### config.mk
export PLATFORM = sky130hd
export DESIGN_NAME = cfg_lut_fgen
export DESIGN_NICKNAME = d
export VERILOG_FILES = /design/src/rtl/cfg_lut_fgen.sv
export SDC_FILE = /design/constraint.sdc
export NUM_CORES = 1
export LEC_CHECK = 0
export ABC_CLOCK_PERIOD_IN_PS = 3400
export CORE_ASPECT_RATIO = 1.75
export CORE_MARGIN = 3
export CORE_UTILIZATION = 51
export DETAILED_ROUTE_END_ITERATION = 10
export GPL_TIMING_DRIVEN = 0
export PLACE_DENSITY_LB_ADDON = 0.12
export RECOVER_POWER = 50
export SLEW_MARGIN = 30
export SYNTH_ARGS = -nofsm -noshare
export SYNTH_HDL_FRONTEND = slang
export SYNTH_SLANG_ARGS = --single-unit
### constraint.sdc
create_clock -name clk -period 3.4 [get_ports clk]
set_input_delay 0.85 -clock clk [delete_from_list [all_inputs] [get_ports clk]]
set_output_delay 0.85 -clock clk [all_outputs]
set_load 0.005 [all_outputs]
### src/rtl/cfg_lut_fgen.sv
// rtl/cfg_lut_fgen.sv - programmable N-input truth-table function generator with serial table load
module cfg_lut_fgen #(
    parameter int                N       = 5,
    parameter logic [(1<<N)-1:0] INIT    = '0,
    parameter int                INIT_EN = 1
) (
    input  logic                clk,
    input  logic                rst,
    input  logic [N-1:0]        in,
    input  logic                cfg_start,
    input  logic                cfg_valid,
    input  logic                cfg_bit,
    output logic                cfg_ready,
    output logic                cfg_done,
    output logic                y,
    output logic                y_valid,
    output logic [(1<<N)-1:0]   table_q
);

    localparam int T = 1 << N;

    typedef enum logic [1:0] {
        EMPTY  = 2'd0,
        LOAD   = 2'd1,
        ACTIVE = 2'd2
    } state_t;

    localparam state_t RESET_STATE = (INIT_EN != 0) ? ACTIVE : EMPTY;

    state_t      state;
    state_t      state_next;
    logic [N:0]  count;
    logic        accept;
    logic        last_bit;

    // A start pulse always wins over a bit offered in the same cycle.
    assign cfg_ready = (state == LOAD);
    assign accept    = cfg_valid && cfg_ready && !cfg_start;
    assign last_bit  = accept && (count == (N+1)'(T - 1));

    // State register.
    always_ff @(posedge clk or posedge rst) begin
        if (rst) begin
            state <= RESET_STATE;
        end else begin
            state <= state_next;
        end
    end

    // Next-state: start (re)enters LOAD from any state, the final bit completes it.
    always_comb begin
        state_next = state;
        unique case (state)
            EMPTY:   if (cfg_start) state_next = LOAD;
            LOAD:    if (cfg_start) state_next = LOAD;
                     else if (last_bit) state_next = ACTIVE;
            ACTIVE:  if (cfg_start) state_next = LOAD;
            default: state_next = RESET_STATE;
        endcase
    end

    // Serial table shift (index T-1 arrives first), bit counter and completion pulse.
    always_ff @(posedge clk or posedge rst) begin
        if (rst) begin
            table_q  <= INIT;
            count    <= '0;
            cfg_done <= 1'b0;
        end else begin
            cfg_done <= last_bit;
            if (accept) begin
                table_q <= {table_q[T-2:0], cfg_bit};
            end
            if (cfg_start || last_bit) begin
                count <= '0;
            end else if (accept) begin
                count <= count + 1'b1;
            end
        end
    end

    // Registered lookup; output is forced low whenever the table is not usable.
    always_ff @(posedge clk or posedge rst) begin
        if (rst) begin
            y       <= 1'b0;
            y_valid <= 1'b0;
        end else if (state == ACTIVE) begin
            y       <= table_q[in];
            y_valid <= 1'b1;
        end else begin
            y       <= 1'b0;
            y_valid <= 1'b0;
        end
    end

endmodule

== Word level (Yosys, flattened, before mapping) ==
Index checks and enable logic that the tools add are counted.

* Add/subtract/negate cells: 1
* Multipliers: 0
* Divide/modulo/power cells: 0
* $lt $le $gt $ge: 1
* Eq/ne operators: 5
* Shift-type cells: 0
* Mux-type cells: 10
* Bitwise gates (word level): 0
* Reductions and logical operators: 9

{| class="wikitable"
|+ Operators with widths
! operator !! count
|-
| 6-bit 2-to-1 mux || 2
|-
| 6-bit by 1-bit adder with 6-bit output (second input constant) || 1
|-
| 6-bit by 5-bit equality test with 1-bit output (second input constant) || 1
|-
| 5-bit by 6-bit < comparator with 1-bit output (second input constant) || 1
|-
| 2-bit 2-to-1 mux || 3
|-
| 1-bit binary-select mux with 5-bit select || 1
|-
| 2-bit one-hot mux with 2 select lines || 1
|-
| 1-bit logical AND || 3
|-
| 1-bit 2-to-1 mux || 3
|-
| 3-bit by 2-bit inequality test with 1-bit output (second input constant) || 1
|-
| 2-bit by 1-bit equality test with 1-bit output (second input constant) || 1
|-
| 2-bit equality test (second input constant) || 1
|-
| 2-bit logical NOT || 1
|-
| 2-bit by 1-bit inequality test with 1-bit output (second input constant) || 1
|-
| 2-bit AND reduction || 1
|-
| 2-bit nonzero test || 1
|-
| 2-bit OR reduction || 1
|-
| 1-bit logical NOT || 1
|-
| 1-bit logical OR || 1
|}

* Register bits after elaboration: 43
* Bits in latches: 0
* Memory bits (writable): 0
* ROM bits: 0
* Bits of input ports: 10
* Logic and storage cells: 32
* Memories kept: 0

== Longest topological paths before layout ==
Gate-level depths: netlist (run 1).

* Depth after elaboration: 7
* Mapped depth: 6
* Gate-level depth less buffers: 4

== Least setup slack after synthesis (run 1) ==
OpenSTA, ideal clock, no wires.

* Kind: in2reg
* From: input port in[1]
* To: register y
* Arrival: 1942 ps
* Setup slack: 1332 ps
* Cell stages on the path: 5
* Path buffers: 1
* Cell sequence: buf_6 > mux4_2 > mux2i_1 > nor2b_1 > o311a_1

* Cells in the longest elaborated chain, start to end: 3

{| class="wikitable"
|+ Ends and longest elaborated chain
! what !! RTL line !! RTL
|-
| from (decl) || 9 || <nowiki>input logic [N-1:0] in,</nowiki>
|-
| 1-bit binary-select mux with 5-bit select || 87 || <nowiki>y <= table_q[in];</nowiki>
|-
| 1-bit 2-to-1 mux (not written as such) || 87 ||
|-
| 1-bit 2-to-1 mux || 86 || <nowiki>end else if (state == ACTIVE) begin</nowiki>
|-
| to (signal assigned) || 87 ||
|-
| to (decl) || 15 || <nowiki>output logic y,</nowiki>
|}

Every way passes these cells. The select of a mux whose other input is x is not followed.
A chain may end at the register's enable or synchronous reset.

==> results of run 1 <==
-- final cells by class --
cell class | instances | share of cell area, %
multi-input combinational | 75 | 32.0
clock buffer | 7 | 3.43
inverter | 3 | 0.448
clock inverter | 1 | 0.199
tap | 46 | 2.29
buffer | 6 | 1.59
timing repair buffer | 44 | 17.3
sequential | 43 | 42.8
-- registers in the layout, indices dropped and copies added, names as in the netlist --
register,cells
count,6
cfg_done,1
y_valid,1
state,2
table_q,32
y,1
-- metal layers --
metal	vias up	global-route usage, %	wire length, um
met1	647	20.9	1420
met5	-	0	0
met2	34	33.5	2190
met4	0	9.77	100
li1	569	-	-
met3	9	5.66	200
-- report_power, final --
group | switching [mW] | internal (mW) | leakage [nW]
clock | 0.164 | 0.164 | 0.0482
sequential | 0.0801 | 0.597 | 0.567
combinational | 0.106 | 0.243 | 0.576
-- synthesized netlist by cell type --
library cell and instances:
a21oi_1 2, mux4_1 4, ha_1 1, nand3b_1 1, nor3_1 3, buf_2 2, buf_4 2, inv_1 3
a21o_1 1, dfstp_2 1, nor2_1 5, a311oi_1 1, o311a_1 1, clkbuf_1 1, nor3b_1 1, nand2b_1 1
buf_6 1, mux4_2 4, dfrtp_1 42, mux2i_1 4, mux2_2 32, nor2b_1 1, and3_1 1, nand2_1 3
nor3b_2 1, xor2_1 4, and4bb_2 1, nand4_1 2, xnor2_1 1
-- critical path: stages --
cell and delay (ps):
dlygate4sd3_1 530, inv_1 590, clkbuf_1 890
-- logic make-up after synthesis --
| family | Yosys count | share of synthesized area [%] |
|---|---|---|
| mux | 44 | 30.8 |
| buf+inv | 9 | 2.65 |
| compound gates | 5 | 1.88 |
| flops | 43 | 55.7 |
| simple gates | 20 | 6.02 |
| fa+ha+maj | 1 | 0.647 |
| xor+xnor | 5 | 2.27 |
-- worst max path at each step --
stage               cells after the start  slack, ps  startpoint                 endpoint
global placement                        5        650   cfg_start   table_q[7]$_DFFE_PP0P_
finish                                  3        770         rst  table_q[11]$_DFFE_PP0P_
detailed placement                      5        630   cfg_start   table_q[1]$_DFFE_PP0P_
floorplan                               5       1330       in[1]              y$_DFF_PP0_
global route                            3        430         rst  table_q[23]$_DFFE_PP0P_
CTS                                     5        940   cfg_start   table_q[7]$_DFFE_PP0P_
-- stage by stage --
stage | util, % | hold WS [ps] | setup WS [ps] | instances | area, um^2
CTS | 70.0 | 496 | 938 | 225 | 2540
floorplan | - | 450 | 1330 | 127 | 1930
global route | 69.3 | 539 | 430 | 225 | 2520
global placement | 66.7 | 488 | 649 | 216 | 2420
detailed placement | 67.5 | 486 | 626 | 217 | 2450
finish | 69.3 | 498 | 772 | 225 | 2520
==> results.yml, run 1 <==
status:
  status: "finished, final reports clean"
cts:
  cts_setup_buffers: 0
  clk_pin_slew_worst_paths_ps: 80
  cts_resized: 0
  clock_sinks: 43
  clk_root_buffer_cell: "clkbuf_8"
  cts_hold_buf: 0
  clkLatencyLatePin_ps: 290
  htree_levels: 2
  cts_max_path_buffers: 2
  cts_tree: "built"
  cts_buffers: 5
drt:
  routed_wl_um: 3910
  post-route-drc-count: 0
  antenna_left: 0
  dr_total_vias: 1259
  wl_per_cell_um: 17.4
  drt-pass1-iter-count: 4
  avgViaCountPerCell: 5.60
  drt_iter0_markers: 14
sta:
  timing.setup.tns_ps: 0
  setup_viol: 0
  slew_violations: 0
  fmax_mhz: 380
  post-route-min-period_ps: 2630
  grt_setup_unrepaired: "no"
  fin_crit_sh_pct: 77.3
  slew_headroom_pct: 25.8
  clock_skew_ps: 7.45
  hold_viol_final: 0
  tightest_slew_ps: 1110
pwr:
  power_leakage_nw: 1.19
  peakVddDrop_uv: 579
  pwr_density_cell_mw_per_mm2: 538
  total_power_mw: 1.35
setup_path:
  reg2regPathDepth: 4
  critPathKind: "in2async"
  crit_arrival_ps: 2870
  cp_max_fo: 22
  r2r_setup_slack_ps: 1720
  cp-end-kind: "async pin"
  timing.rr.start: "state[1]$_DFFE_PP1P_"
  r2r_end: "table_q[7]$_DFFE_PP0P_"
  cp-start-kind: "primary input"
  required_ps: 3640
die:
  num_rows: 29
  initial_core_util_pct: 53.3
  die_y_um: 87.4
  die_area_mm2: 0.00459
  pin_count: 46
  die_w_um: 52.5
  core_mm2: 0.00363
global_routing:
  grt_pass1_vias: 1377
  antenna_found_initial: 0
  grt_use_total_pct: 19.4
  grt_overflow: 0
  grt_start_max_net_pins: 23
  grt_pass1_wl_um: 6440
final_layout:
  layout-drive-gt1-share_pct: 27.9
  antenna_cells: 0
  nFillCells: 280
  seq_area_mm2: 0.00108
  layout_commonest_cell: "dfrtp_1"
  multi_input_area_um2: 805
  area_growth_pct: 30.2
  final_cell_mix: "dfrtp_1, mux2_2, clkdlybuf4s50_1"
  nets: 189
synthesis:
  synthTopCellsByArea: "dfrtp_1, mux2_2, mux4_1, mux4_2, mux2i_1"
  synth-seq-cells: 43
  synth_top_area_share_pct: 54.4
  yosysUniqueCellTypes: 29
  syn_nets: 138
  synth_top_cell_by_area: "dfrtp_1"
  synth_area_mm2: 0.00193
  ys_seq_area_share_pct: 55.7
  avgSynthCellArea_um2: 15.2
  ys_warn_count: 0
  synthCells: 127
run:
  cap_violations: 0
hold_path:
  min_from: "state[0]$_DFFE_PP0P_"
  hold_path_end: "y_valid$_DFF_PP0_"
  hold_depth: 1
  hold_path.class: "reg2reg"
place:
  gp_congestion: 0.780
  hpwl_um: 2900
  numPortBuffers: 43
Power figures use the tool's default switching activity.
==> inputs of run 2 (changes only) <==
ABC_CLOCK_PERIOD_IN_PS = 2500   (was 3400)
CORE_UTILIZATION = 49   (was 51)
clock period = 2.5 ns   (was 3.4 ns; I/O delays follow)
==> run 2 against run 1 <==
Hold slack better by 15 ps. Sequential power up 36%. Flip-flop and latch count unchanged. Total power up 43%. Combinational power up 35%. First-iteration DRC count up 57%. Critical path depth up 2. Final area up 1.1%. Die area up 3.7%. Setup slack worse by 580 ps. Sequential share of layout area down 0.46 points. Register-to-register slack worse by 880 ps. Largest power group unchanged.
==> results.yml, run 2 (synthesis results as in run 1) <==
sta:
  fin_crit_sh_pct: 92.2
  slew_violations: 0
  hold_viol_final: 0
  timing.setup.tns_ps: 0
  whs_ps: 513
  setup_viol: 0
  grt_setup_unrepaired: "no"
  tightest_slew_ps: 698
  clock_skew_ps: 8.36
  slew_headroom_pct: 53.5
  fmax_mhz: 434
  post-route-min-period_ps: 2310
  fin_ws_ps: 194
cts:
  cts_max_path_buffers: 2
  cts_setup_buffers: 0
  cts_tree: "built"
  cts_hold_buf: 0
  htree_levels: 2
  cts_buffers: 5
  clk_pin_slew_worst_paths_ps: 70
  clock_sinks: 43
  clkLatencyLatePin_ps: 290
  cts_resized: 0
  clk_root_buffer_cell: "clkbuf_8"
final_layout:
  postLayoutCoreUtil_pct: 68.7
  regMostFlops: "table_q"
  final_cell_mix: "dfrtp_1, mux2_2, clkdlybuf4s50_1"
  seq_area_mm2: 0.00108
  layout-drive-gt1-share_pct: 29.1
  nFillCells: 297
  multi_input_area_um2: 805
  final_cells: 225
  layout_commonest_cell: "dfrtp_1"
  area_growth_pct: 31.6
  largestRegisters: "table_q (32), count (6), state (2)"
  largest_reg_flops: 32
  design_area_mm2: 0.00254
  antenna_cells: 0
  nets: 189
drt:
  avgViaCountPerCell: 5.42
  dr_total_vias: 1219
  drt_iter0_markers: 22
  drt-pass1-iter-count: 4
  post-route-drc-count: 0
  wl_per_cell_um: 17.5
  routed_wl_um: 3930
  antenna_left: 0
setup_path:
  cp_top_family: "buffers and inverters"
  critPathKind: "in2reg"
  cp-start-kind: "primary input"
  crit_path_cell_trace: "dlygate4sd3_1, and4bb_2, buf_4, buf_2, mux2_2"
  crit_buf_inv: 3
  required_ps: 2680
  crit_slowest_cell: "dlygate4sd3_1"
  cp-end-kind: "register"
  max_stage_delay_ps: 650
  crit_arrival_ps: 2480
  cp_max_fo: 10
pwr:
  total_power_mw: 1.93
  peakVddDrop_uv: 604
  power_leakage_nw: 1.20
  pwr_density_cell_mw_per_mm2: 761
place:
  place_ws_ps: -33.1
  hpwl_um: 2970
  place_inst: 217
  placed_area_mm2: 0.00244
  gp_congestion: 0.773
  numPortBuffers: 43
run:
  cap_violations: 0
global_routing:
  grt_pass1_wl_um: 6510
  grt_start_max_net_pins: 30
  grt_use_total_pct: 19.2
  grt_pass1_vias: 1354
  grt_overflow: 0
  antenna_found_initial: 0
status:
  status: "finished, final reports clean"
die:
  die_y_um: 89.1
  die_w_um: 53.5
  die_area_mm2: 0.00476
  initial_core_util_pct: 52.2
  core_mm2: 0.00370
  pin_count: 46
  num_rows: 29
hold_path:
  hold_path.class: "reg2reg"
[run 2: worst paths after layout]
| check | startpoint | endpoint | slack (ps) | cells past startpoint |
|---|---|---|---|---|
| worst max-delay path | cfg_start | table_q[1]$_DFFE_PP0P_ | 190 | 5 |
| worst min-delay path | state[0]$_DFFE_PP0P_ | y_valid$_DFF_PP0_ | 510 | 1 |
| worst max register to register | state[1]$_DFFE_PP1P_ | table_q[1]$_DFFE_PP0P_ | 840 | 4 |
| worst min register to register | state[0]$_DFFE_PP0P_ | y_valid$_DFF_PP0_ | 510 | 1 |
| max in group asynchronous | rst | table_q[20]$_DFFE_PP0P_ | 620 | 3 |
| min in group asynchronous | rst | count[3]$_DFFE_PP0P_ | 820 | 2 |
[run 2: power by group]
group / leakage, nW / switching (mW) / internal [mW]
clock network: 0.0612 / 0.220 / 0.323
registers: 0.567 / 0.108 / 0.812
logic: 0.572 / 0.148 / 0.325
total: 1.20 / 0.475 / 1.46
[run 2: metal layers]
metal	global-route usage [%]	up-vias	part of all wire, %
met3	6.01	8	5.0
li1	-	566	-
met1	20.9	614	38
met5	0	-	0
met2	33.6	31	55
met4	7.67	0	1.7
[run 2: worst reg2reg max path: cells and delay by family, from the launching register on]
kind,cells,cell delay [ps]
buf+inv,2,460
flops,1,380
mux,1,370
simple gates,1,340
[run 2: layout make-up]
type / count / area share [%]
Timing Repair Buffer: 44 / 17.1
Buffer: 6 / 1.57
Clock buffer: 6 / 3.25
Multi-Input combinational cell: 75 / 31.6
Sequential cell: 43 / 42.4
Clock inverter: 2 / 1.38
Inverter: 3 / 0.443
Tap cell: 46 / 2.26
